$ cat src/rtl/fft_post_pkg.sv
// rtl/fft_post_pkg.sv - shared constants, magnitude width and FSM states for the FFT post-processor
// Optional macro FFT_MAG_EXACT_SQ_EN widens the magnitude to re^2+im^2.
package fft_post_pkg;

  localparam int N_PT = 32;
  localparam int DW   = 17;
  localparam int BW   = 5;

`ifdef FFT_MAG_EXACT_SQ_EN
  localparam int MAG_W = 2 * DW - 1;
`else
  localparam int MAG_W = DW;
`endif

  typedef enum logic {S_RE, S_IM} state_t;

  // |x| with the most negative code saturated to the largest positive magnitude
  function automatic logic [DW-2:0] sat_abs(input logic [DW-1:0] x);
    if (x[DW-1] && (x[DW-2:0] == '0)) begin
      return '1;
    end
    return x[DW-1] ? (~x[DW-2:0] + (DW-1)'(1)) : x[DW-2:0];
  endfunction

endpackage

$ cat src/rtl/fft_mag_approx.sv
// rtl/fft_mag_approx.sv - two-stage magnitude pipeline (abs/max/min/sum)
// FFT_MAG_EXACT_SQ_EN: stage 1 squares, stage 2 sums, instead of max + min/2.
module fft_mag_approx
  import fft_post_pkg::*;
(
  input  logic             clk,
  input  logic             rst_n,
  input  logic             in_valid,
  input  logic [BW-1:0]    in_bin,
  input  logic [DW-1:0]    re,
  input  logic [DW-1:0]    im,
  output logic             out_valid,
  output logic [BW-1:0]    out_bin,
  output logic [MAG_W-1:0] mag
);

  logic            s1_valid;
  logic [BW-1:0]   s1_bin;
  logic [DW-2:0]   a_abs, b_abs;

  assign a_abs = sat_abs(re);
  assign b_abs = sat_abs(im);

`ifdef FFT_MAG_EXACT_SQ_EN
  logic [2*DW-3:0] sa_q, sb_q;

  // Stage 1: square both saturated magnitudes
  always_ff @(posedge clk or negedge rst_n) begin
    if (!rst_n) begin
      sa_q <= '0;
      sb_q <= '0;
    end else begin
      sa_q <= (2*DW-2)'(a_abs) * (2*DW-2)'(a_abs);
      sb_q <= (2*DW-2)'(b_abs) * (2*DW-2)'(b_abs);
    end
  end

  // Stage 2: sum of squares
  always_ff @(posedge clk or negedge rst_n) begin
    if (!rst_n) begin
      mag <= '0;
    end else begin
      mag <= {1'b0, sa_q} + {1'b0, sb_q};
    end
  end
`else
  logic [DW-2:0] a_q, b_q, mx, mn;

  // Stage 1: register both absolute values
  always_ff @(posedge clk or negedge rst_n) begin
    if (!rst_n) begin
      a_q <= '0;
      b_q <= '0;
    end else begin
      a_q <= a_abs;
      b_q <= b_abs;
    end
  end

  // Order the pair so the larger carries full weight
  always_comb begin
    mx = (a_q > b_q) ? a_q : b_q;
    mn = (a_q > b_q) ? b_q : a_q;
  end

  // Stage 2: max + min/2, one spare bit absorbs the carry
  always_ff @(posedge clk or negedge rst_n) begin
    if (!rst_n) begin
      mag <= '0;
    end else begin
      mag <= {1'b0, mx} + {2'b00, mn[DW-2:1]};
    end
  end
`endif

  // Bin and valid travel alongside the data
  always_ff @(posedge clk or negedge rst_n) begin
    if (!rst_n) begin
      s1_valid  <= 1'b0;
      s1_bin    <= '0;
      out_valid <= 1'b0;
      out_bin   <= '0;
    end else begin
      s1_valid  <= in_valid;
      s1_bin    <= in_bin;
      out_valid <= s1_valid;
      out_bin   <= s1_bin;
    end
  end

endmodule

$ cat src/rtl/fft_mag_peak.sv
// rtl/fft_mag_peak.sv - per-bin magnitude and frame peak finder behind the 32-point FFT core
// Optional macro FFT_MAG_EXACT_SQ_EN selects exact squared magnitude.
module fft_mag_peak
  import fft_post_pkg::*;
(
  input  logic             clk,
  input  logic             rst_n,
  input  logic             finish_i,
  input  logic [DW-1:0]    answer_i,
  output logic             mag_valid_o,
  output logic [BW-1:0]    bin_o,
  output logic [MAG_W-1:0] mag_o,
  output logic             peak_valid_o,
  output logic [BW-1:0]    peak_bin_o,
  output logic [MAG_W-1:0] peak_mag_o,
  output logic             busy_o
);

  state_t             state, state_nx;
  logic [BW:0]        count;
  logic [DW-1:0]      re_buf [N_PT];
  logic               p_valid;
  logic [BW-1:0]      p_bin;
  logic [DW-1:0]      p_re, p_im;
  logic               take;
  logic [MAG_W-1:0]   run_max, max_nx;
  logic [BW-1:0]      run_bin, bin_nx;

  // State register
  always_ff @(posedge clk or negedge rst_n) begin
    if (!rst_n) state <= S_RE;
    else        state <= state_nx;
  end

  // Flip between real and imaginary halves on the last word of each half
  always_comb begin
    state_nx = state;
    if (finish_i && (&count[BW-1:0])) begin
      state_nx = (state == S_RE) ? S_IM : S_RE;
    end
  end

  // Word counter, holds through gaps and wraps at frame end
  always_ff @(posedge clk or negedge rst_n) begin
    if (!rst_n)        count <= '0;
    else if (finish_i) count <= count + (BW+1)'(1);
  end

  assign busy_o = (count != '0);

  // Real-part buffer; contents are don't-care until written, so no reset
  always_ff @(posedge clk) begin
    if (finish_i && (state == S_RE)) re_buf[count[BW-1:0]] <= answer_i;
  end

  // Pair each imaginary word with its stored real part
  always_ff @(posedge clk or negedge rst_n) begin
    if (!rst_n) begin
      p_valid <= 1'b0;
      p_bin   <= '0;
      p_re    <= '0;
      p_im    <= '0;
    end else begin
      p_valid <= finish_i && (state == S_IM);
      if (finish_i && (state == S_IM)) begin
        p_re  <= re_buf[count[BW-1:0]];
        p_im  <= answer_i;
        p_bin <= count[BW-1:0];
      end
    end
  end

  fft_mag_approx u_mag (
    .clk       (clk),
    .rst_n     (rst_n),
    .in_valid  (p_valid),
    .in_bin    (p_bin),
    .re        (p_re),
    .im        (p_im),
    .out_valid (mag_valid_o),
    .out_bin   (bin_o),
    .mag       (mag_o)
  );

  // Running maximum candidate: bin 0 restarts, otherwise strictly greater wins
  always_comb begin
    take   = (bin_o == '0) || (mag_o > run_max);
    max_nx = take ? mag_o : run_max;
    bin_nx = take ? bin_o : run_bin;
  end

  // Peak tracking and end-of-frame report
  always_ff @(posedge clk or negedge rst_n) begin
    if (!rst_n) begin
      run_max      <= '0;
      run_bin      <= '0;
      peak_valid_o <= 1'b0;
      peak_bin_o   <= '0;
      peak_mag_o   <= '0;
    end else begin
      peak_valid_o <= mag_valid_o && (&bin_o);
      if (mag_valid_o) begin
        run_max <= max_nx;
        run_bin <= bin_nx;
        if (&bin_o) begin
          peak_bin_o <= bin_nx;
          peak_mag_o <= max_nx;
        end
      end
    end
  end

endmodule

$ cat config.mk
export PLATFORM = sky130hd
export DESIGN_NAME = fft_mag_peak
export DESIGN_NICKNAME = d
export VERILOG_FILES = /design/src/rtl/fft_post_pkg.sv /design/src/rtl/fft_mag_approx.sv /design/src/rtl/fft_mag_peak.sv
export SDC_FILE = /design/constraint.sdc
export NUM_CORES = 1
export LEC_CHECK = 0
export BUFFER_PORTS_ARGS = -buffer_cell sky130_fd_sc_hd__buf_2
export CAP_MARGIN = 20
export CORE_MARGIN = 4
export CORE_UTILIZATION = 35
export DETAILED_ROUTE_END_ITERATION = 8
export GPL_ROUTABILITY_DRIVEN = 0
export HOLD_SLACK_MARGIN = 0.12
export SETUP_SLACK_MARGIN = 0.4
export SKIP_CTS_REPAIR_TIMING = 1
export SLEW_MARGIN = 20
export SYNTH_ARGS = -nofsm -noshare
export SYNTH_HDL_FRONTEND = slang
export SYNTH_SLANG_ARGS = --single-unit
$ cat constraint.sdc
create_clock -name clk -period 5.5 [get_ports clk]
set_input_delay 1.1 -clock clk [delete_from_list [all_inputs] [get_ports clk]]
set_output_delay 1.1 -clock clk [all_outputs]
set_load 0.03 [all_outputs]
# After elaboration in Yosys (flattened, before gate mapping)
# Memories as Yosys holds them, arrays and structs flattened. A register that Yosys moved wholly into a read port is not among the register bits.
# Cells that the tools add are included.
# Widths: inputs -> output; s select.
[totals]
ff_bits = 136
ramBits = 544
out_inout_bits = 47
wordCells = 57
memories = 1
[mem_list]
columns = ["name", "depth", "width", "rd", "rd_ports_with_merged_regs", "wr", "line", "rtl"]
rows = [
  ["re_buf", 32, 17, 1, 1, 1, "fft_mag_peak.sv:21", "logic [DW-1:0] re_buf [N_PT];"],
]
[classes]
add_sub_neg = 4
order_cmp = 2
n_mux = 15
n_bitwise = 3
n_reduce_logical = 15
[ops]
columns = ["op", "n"]
rows = [
  ["$mux 16", 8],
  ["$add 16x1->16 const B", 2],
  ["$logic_not 16->1", 2],
  ["$not 16->16", 2],
  ["$add 16x15->17", 1],
  ["$gt 17x17->1", 1],
  ["$mux 17", 1],
  ["$gt 16x16->1", 1],
  ["$reduce_and 5->1", 2],
  ["$add 6x1->6 const B", 1],
  ["$logic_and 1x1->1", 6],
  ["$reduce_and 6->1", 1],
  ["$reduce_bool 6->1", 1],
  ["$logic_not 5->1", 1],
  ["$mux 1", 5],
  ["$mux 5", 1],
  ["$logic_not 1->1", 1],
  ["$logic_or 1x1->1", 1],
  ["$not 1->1", 1],
]

# Longest topological paths before layout
[logic_depth]
depth_word = 4
mapped_depth = 16

# Hierarchy
# Synthesis repeated with hierarchy kept, for this count alone.
[hier_totals]
hier_cells = 1646
hier_area_um2 = 28647.5
[modules_own_cells]
columns = ["module", "n_inst", "cells_each", "area_per_inst_um2"]
rows = [
  ["fft_mag_peak", 1, 1242, 24853.8],
  ["fft_mag_approx", 1, 404, 3793.6],
]

# Least setup slack after synthesis
# OpenSTA, ideal clock, no wires.
[synth_timing]
kind = "reg2reg"
startpoint = "reg u_mag.a_q[1]"
endpoint = "reg u_mag.mag[12]"
t_arrival_ns = 4.067
t_required_ns = 5.420
path_slack_ns = 1.354
path_stages_with_launch = 15
n_path_buf = 1
synth_period_minus_slack_ns = 4.146
path_cell_list = "dfrtp_1 > ha_1 > nor2b_1 > o211ai_1 > a2111o_1 > a31oi_1 > buf_2 > mux2_2 > fa_1 > a21o_1 > a221oi_1 > o211ai_1 > a21o_1 > a21oi_1 > xnor2_1"
[synth_via]
elab_chain_cells = 3
word_cells_on_any_way = 4
cone_classes = "1 x add/sub; 1 x order compare; 2 x mux"
[synth_rtl]
columns = ["element", "line", "rtl"]
rows = [
  ["start, declared", "fft_mag_approx.sv:47", "logic [DW-2:0] a_q, b_q, mx, mn;"],
  ["start signal, assigned", "fft_mag_approx.sv:55", "a_q <= a_abs;"],
  ["$gt 16x16->1", "fft_mag_approx.sv:62, fft_mag_approx.sv:63", ""],
  ["$mux 16, on equally long branches", "fft_mag_approx.sv:62, fft_mag_approx.sv:63", ""],
  ["$add 16x15->17 (*)", "fft_mag_approx.sv:71", "mag <= {1'b0, mx} + {2'b00, mn[DW-2:1]};"],
  ["end signal, assigned", "fft_mag_approx.sv:71", ""],
  ["end, declared", "fft_mag_approx.sv:14", "output logic [MAG_W-1:0] mag"],
]
# Mark *: on every way between the ends. The rest lies on a longest branch, timed or not.
# A chain may end at the register's enable or synchronous reset.

# Worst setup path after layout
[layout_timing]
startpoint = "reg u_mag.a_q[1]"
endpoint = "reg u_mag.mag[16]"
# The elaborated chain is that of the path after synthesis.

==> metrics.yaml <==
num_vias: 15792
hold_viol: 0
dr.first_iter.drc_count: 1388
cts.reportedPaths.clkPinSlew_ns: 0.06
place_hpwl_mm: 42.29
worstPathCellList: "ha_1, nor2b_1, o211ai_1, a2111o_1, a31oi_4, buf_4, mux2_2, fa_1, a21o_1, a221oi_1, o211ai_1, and3_1, o21ai_0, a21oi_1"
grt.overflow.total: 0
status: "finished, final reports clean"
cp_common_cell: "sky130_fd_sc_hd__o211ai_1"
critPathTopFamily: "compound AO/OA/AOI/OAI gates"
critical-path-max-stage-delay_ns: 0.50
post_synth_inst_count: 1715
avgViaCountPerCell: 5.359
slew-limit-headroom: 0.3522
power.total_uw: 19170
leakagePower_uw: 0.01162
cts_root_buf: "sky130_fd_sc_hd__clkbuf_16"
floorplan.die_area_mm2: 0.08743
core_region_area_mm2: 0.08211
finalWirelength_mm: 67.22
route.detailed.wl_per_inst_um: 22.81
clockPowerShare: 0.264
cp_launch_type: "register"
global_route_wire_length_before_repair_mm: 102.0
antenna_found_initial: 2
synth_enable_flop_cells: 544
finalWorstPathRequiredPeriod_ns: 4.416
yosysUniqueCellTypes: 55
antenna_left: 0
seq_power_share: 0.373
placed_area_mm2: 0.03074
port_buffer_count: 66
timing.critical_path.slowest_stage_cell: "sky130_fd_sc_hd__a221oi_1"
avgSynthCellArea_um2: 16.89
syn_to_final_growth_pct: 14.76
worst-endpoint-arrival_ns: 4.91
synth_fp_nets: 1791
timing.critical_path.required_ns: 6.00
detail_route.first_pass.iterations: 5
worst_clock_skew_ns: 0.05989
gr-usage-all-layers: 0.1542
holdCritPathClass: "register to register"
critPathBufInv: 1
internal-power_uw: 12470
worstSetupPathDepth: 14
worst_pin_slew_ns: 0.9706
worst_setup_path_end_kind: "register"
cap_viol_max_count: 0
die_x_um: 295.7
cts-htree-levels: 3
synthTopCellsByCount: "544 x sky130_fd_sc_hd__edfxtp_1, 153 x sky130_fd_sc_hd__dfrtp_1, 150 x sky130_fd_sc_hd__mux4_2"
power_switching_share: 0.3497
grt_max_degree: 66
post_route_cells_drive_above_1_share: 0.2409
postSynth.asyncResetShare: 0.2195
die_height_um: 295.7
timing.critical_path.fanout_max: 43
synth_seq_cells: 697
first_global_vias: 16090
rr_worst_depth: 14
numCtsBuffers: 74
pin_count: 67
power.density_mw_per_mm2: 576.6
synth.area.top_cells: "sky130_fd_sc_hd__edfxtp_1 56%, sky130_fd_sc_hd__dfrtp_1 13%, sky130_fd_sc_hd__mux4_2 12%"
p_sw_uw: 6702
ir_drop_v: 0.0003757
worst_hold_slack_ns: 0.3245
critPathKind: "register to register"
final-setup-viol-count: 0
setup-tns-final_ns: 0
synth_top_area_cell: "sky130_fd_sc_hd__edfxtp_1"
floorplan.initialDensity: 0.3528
finalNonFillerCells: 2947
finalMaxSlewViolations: 0
hold-path-cell-count: 0
clk_latency_ns: 0.63
cts.path.max_buffers: 3
floorplan.rows: 105
cts_tree: "yes"
fmax_mhz: 226.5
synth.most_common_cell: "sky130_fd_sc_hd__edfxtp_1"
clock_sink_count: 697
layout.nets: 1891
route.detailed.drc: 0
rsz0062_at_grt: "false"
comb_power_share: 0.363
synth.yosys.seq_area_share: 0.6961
dp_cells: 2809
synthesis.area_mm2: 0.02897
layout.cell_area.non_filler_mm2: 0.03324
yosys.area.top_type_share: 0.5639
ys_warn_count: 0
synth_ff_type: "sky130_fd_sc_hd__edfxtp_1"
timing.final.crit_share: 0.8028
## worst reg2reg max path: stages (launching register included)
cell	delay, ns
sky130_fd_sc_hd__dfrtp_1	0.40
sky130_fd_sc_hd__ha_1	0.30
sky130_fd_sc_hd__nor2b_1	0.14
sky130_fd_sc_hd__o211ai_1	0.09
sky130_fd_sc_hd__a2111o_1	0.41
sky130_fd_sc_hd__a31oi_4	0.23
sky130_fd_sc_hd__buf_4	0.40
sky130_fd_sc_hd__mux2_2	0.42
sky130_fd_sc_hd__fa_1	0.42
sky130_fd_sc_hd__a21o_1	0.23
sky130_fd_sc_hd__a221oi_1	0.50
sky130_fd_sc_hd__o211ai_1	0.25
sky130_fd_sc_hd__and3_1	0.25
sky130_fd_sc_hd__o21ai_0	0.16
sky130_fd_sc_hd__a21oi_1	0.10
## per-stage QoR
step | setup WS (ns) | util
6_report | 1.084 | 0.4048
5_1_grt | 0.7368 | 0.4048
4_1_cts | 1.036 | 0.4048
3_5_place_dp | 1.059 | 0.3743
3_3_place_gp | 1.126 | 0.3743
2_1_floorplan | 1.354 | -
## power groups by stage
stage / sequential [uW] / clock, uW / combinational, uW
3_5_place_dp: 7260 / 0 / 7020
5_1_grt: 7250 / 5390 / 7700
3_3_place_gp: 7220 / 0 / 6940
4_1_cts: 7150 / 5170 / 7060
2_1_floorplan: 6990 / 0 / 5180
6_report: 7150 / 5050 / 6970
## registers in the layout (all words and copies together) (netlist names)
| signal | flops |
|---|---|
| u_mag.mag | 17 |
| u_mag.out_valid | 1 |
| u_mag.s1_valid | 1 |
| p_im | 17 |
| count | 6 |
| p_re | 17 |
| peak_valid_o | 1 |
| state | 1 |
| u_mag.s1_bin | 5 |
| u_mag.a_q | 16 |
| run_max | 17 |
| u_mag.b_q | 16 |
| re_buf | 544 |
| p_valid | 1 |
| p_bin | 5 |
| peak_bin_o | 5 |
| u_mag.out_bin | 5 |
| peak_mag_o | 17 |
| run_bin | 5 |
## metal layers
metal / GRT usage / vias up / wire [um]
met3: 0.02846 / 86 / 3950
met4: 0.03794 / 0 / 1360
met2: 0.2586 / 484 / 32900
met5: 0 / - / 0
met1: 0.2099 / 8238 / 29000
li1: - / 6984 / -
## placed cells by master (no fill, tap or decap), types with 13 or more instances in the layout
| cell type | n |
|---|---|
| sky130_fd_sc_hd__buf_2 | 65 |
| sky130_fd_sc_hd__inv_1 | 54 |
| sky130_fd_sc_hd__nand3b_1 | 14 |
| sky130_fd_sc_hd__a21oi_1 | 27 |
| sky130_fd_sc_hd__nor2_2 | 16 |
| sky130_fd_sc_hd__mux2_2 | 47 |
| sky130_fd_sc_hd__ha_1 | 55 |
| sky130_fd_sc_hd__xor2_1 | 26 |
| sky130_fd_sc_hd__edfxtp_1 | 544 |
| sky130_fd_sc_hd__nor3_1 | 15 |
| sky130_fd_sc_hd__nor2b_1 | 13 |
| sky130_fd_sc_hd__clkbuf_1 | 20 |
| sky130_fd_sc_hd__nand4_1 | 35 |
| sky130_fd_sc_hd__o311ai_0 | 17 |
| sky130_fd_sc_hd__dfrtp_1 | 148 |
| sky130_fd_sc_hd__mux4_2 | 150 |
| sky130_fd_sc_hd__buf_4 | 51 |
| sky130_fd_sc_hd__clkbuf_16 | 75 |
| sky130_fd_sc_hd__xnor2_1 | 16 |
| sky130_fd_sc_hd__o21ai_0 | 51 |
| sky130_fd_sc_hd__a31oi_1 | 31 |
| sky130_fd_sc_hd__o211ai_1 | 38 |
| sky130_fd_sc_hd__nor2_1 | 56 |
| sky130_fd_sc_hd__o22a_1 | 17 |
| sky130_fd_sc_hd__nand2_1 | 148 |
## path summary, 6_finish.rpt
check                                startpoint               end  slack [ns]
worst max-delay path               u_mag.a_q[1]     u_mag.mag[16]        1.08
worst min-delay path            u_mag.s1_bin[2]  u_mag.out_bin[2]        0.32
worst min register to register  u_mag.s1_bin[2]  u_mag.out_bin[2]        0.32
max in group asynchronous                 rst_n          count[0]        3.85
min in group asynchronous                 rst_n     peak_mag_o[9]        0.42
worst max register to register     u_mag.a_q[1]     u_mag.mag[16]        1.08
## logic make-up after synthesis
family / after synthesis / synth area share
compound gates: 239 / 0.05710
xor+xnor: 42 / 0.01270
fa+ha+maj: 56 / 0.02445
buf+inv: 149 / 0.02069
flops: 697 / 0.6961
mux: 199 / 0.1356
simple gates: 333 / 0.05335
## area by class of cell
class | instances | area, um2
diodes | 1 | 2.502
clock buffers | 98 | 1993
clock inverters | 39 | 509.2
fillers | 7321 | 48870
inverters | 54 | 202.7
multi-input cells | 869 | 8260
flip-flops and latches | 697 | 20180
well taps | 1070 | 1339
repair buffers | 119 | 759.5
No activity file was read; power rests on OpenSTA's default activity.
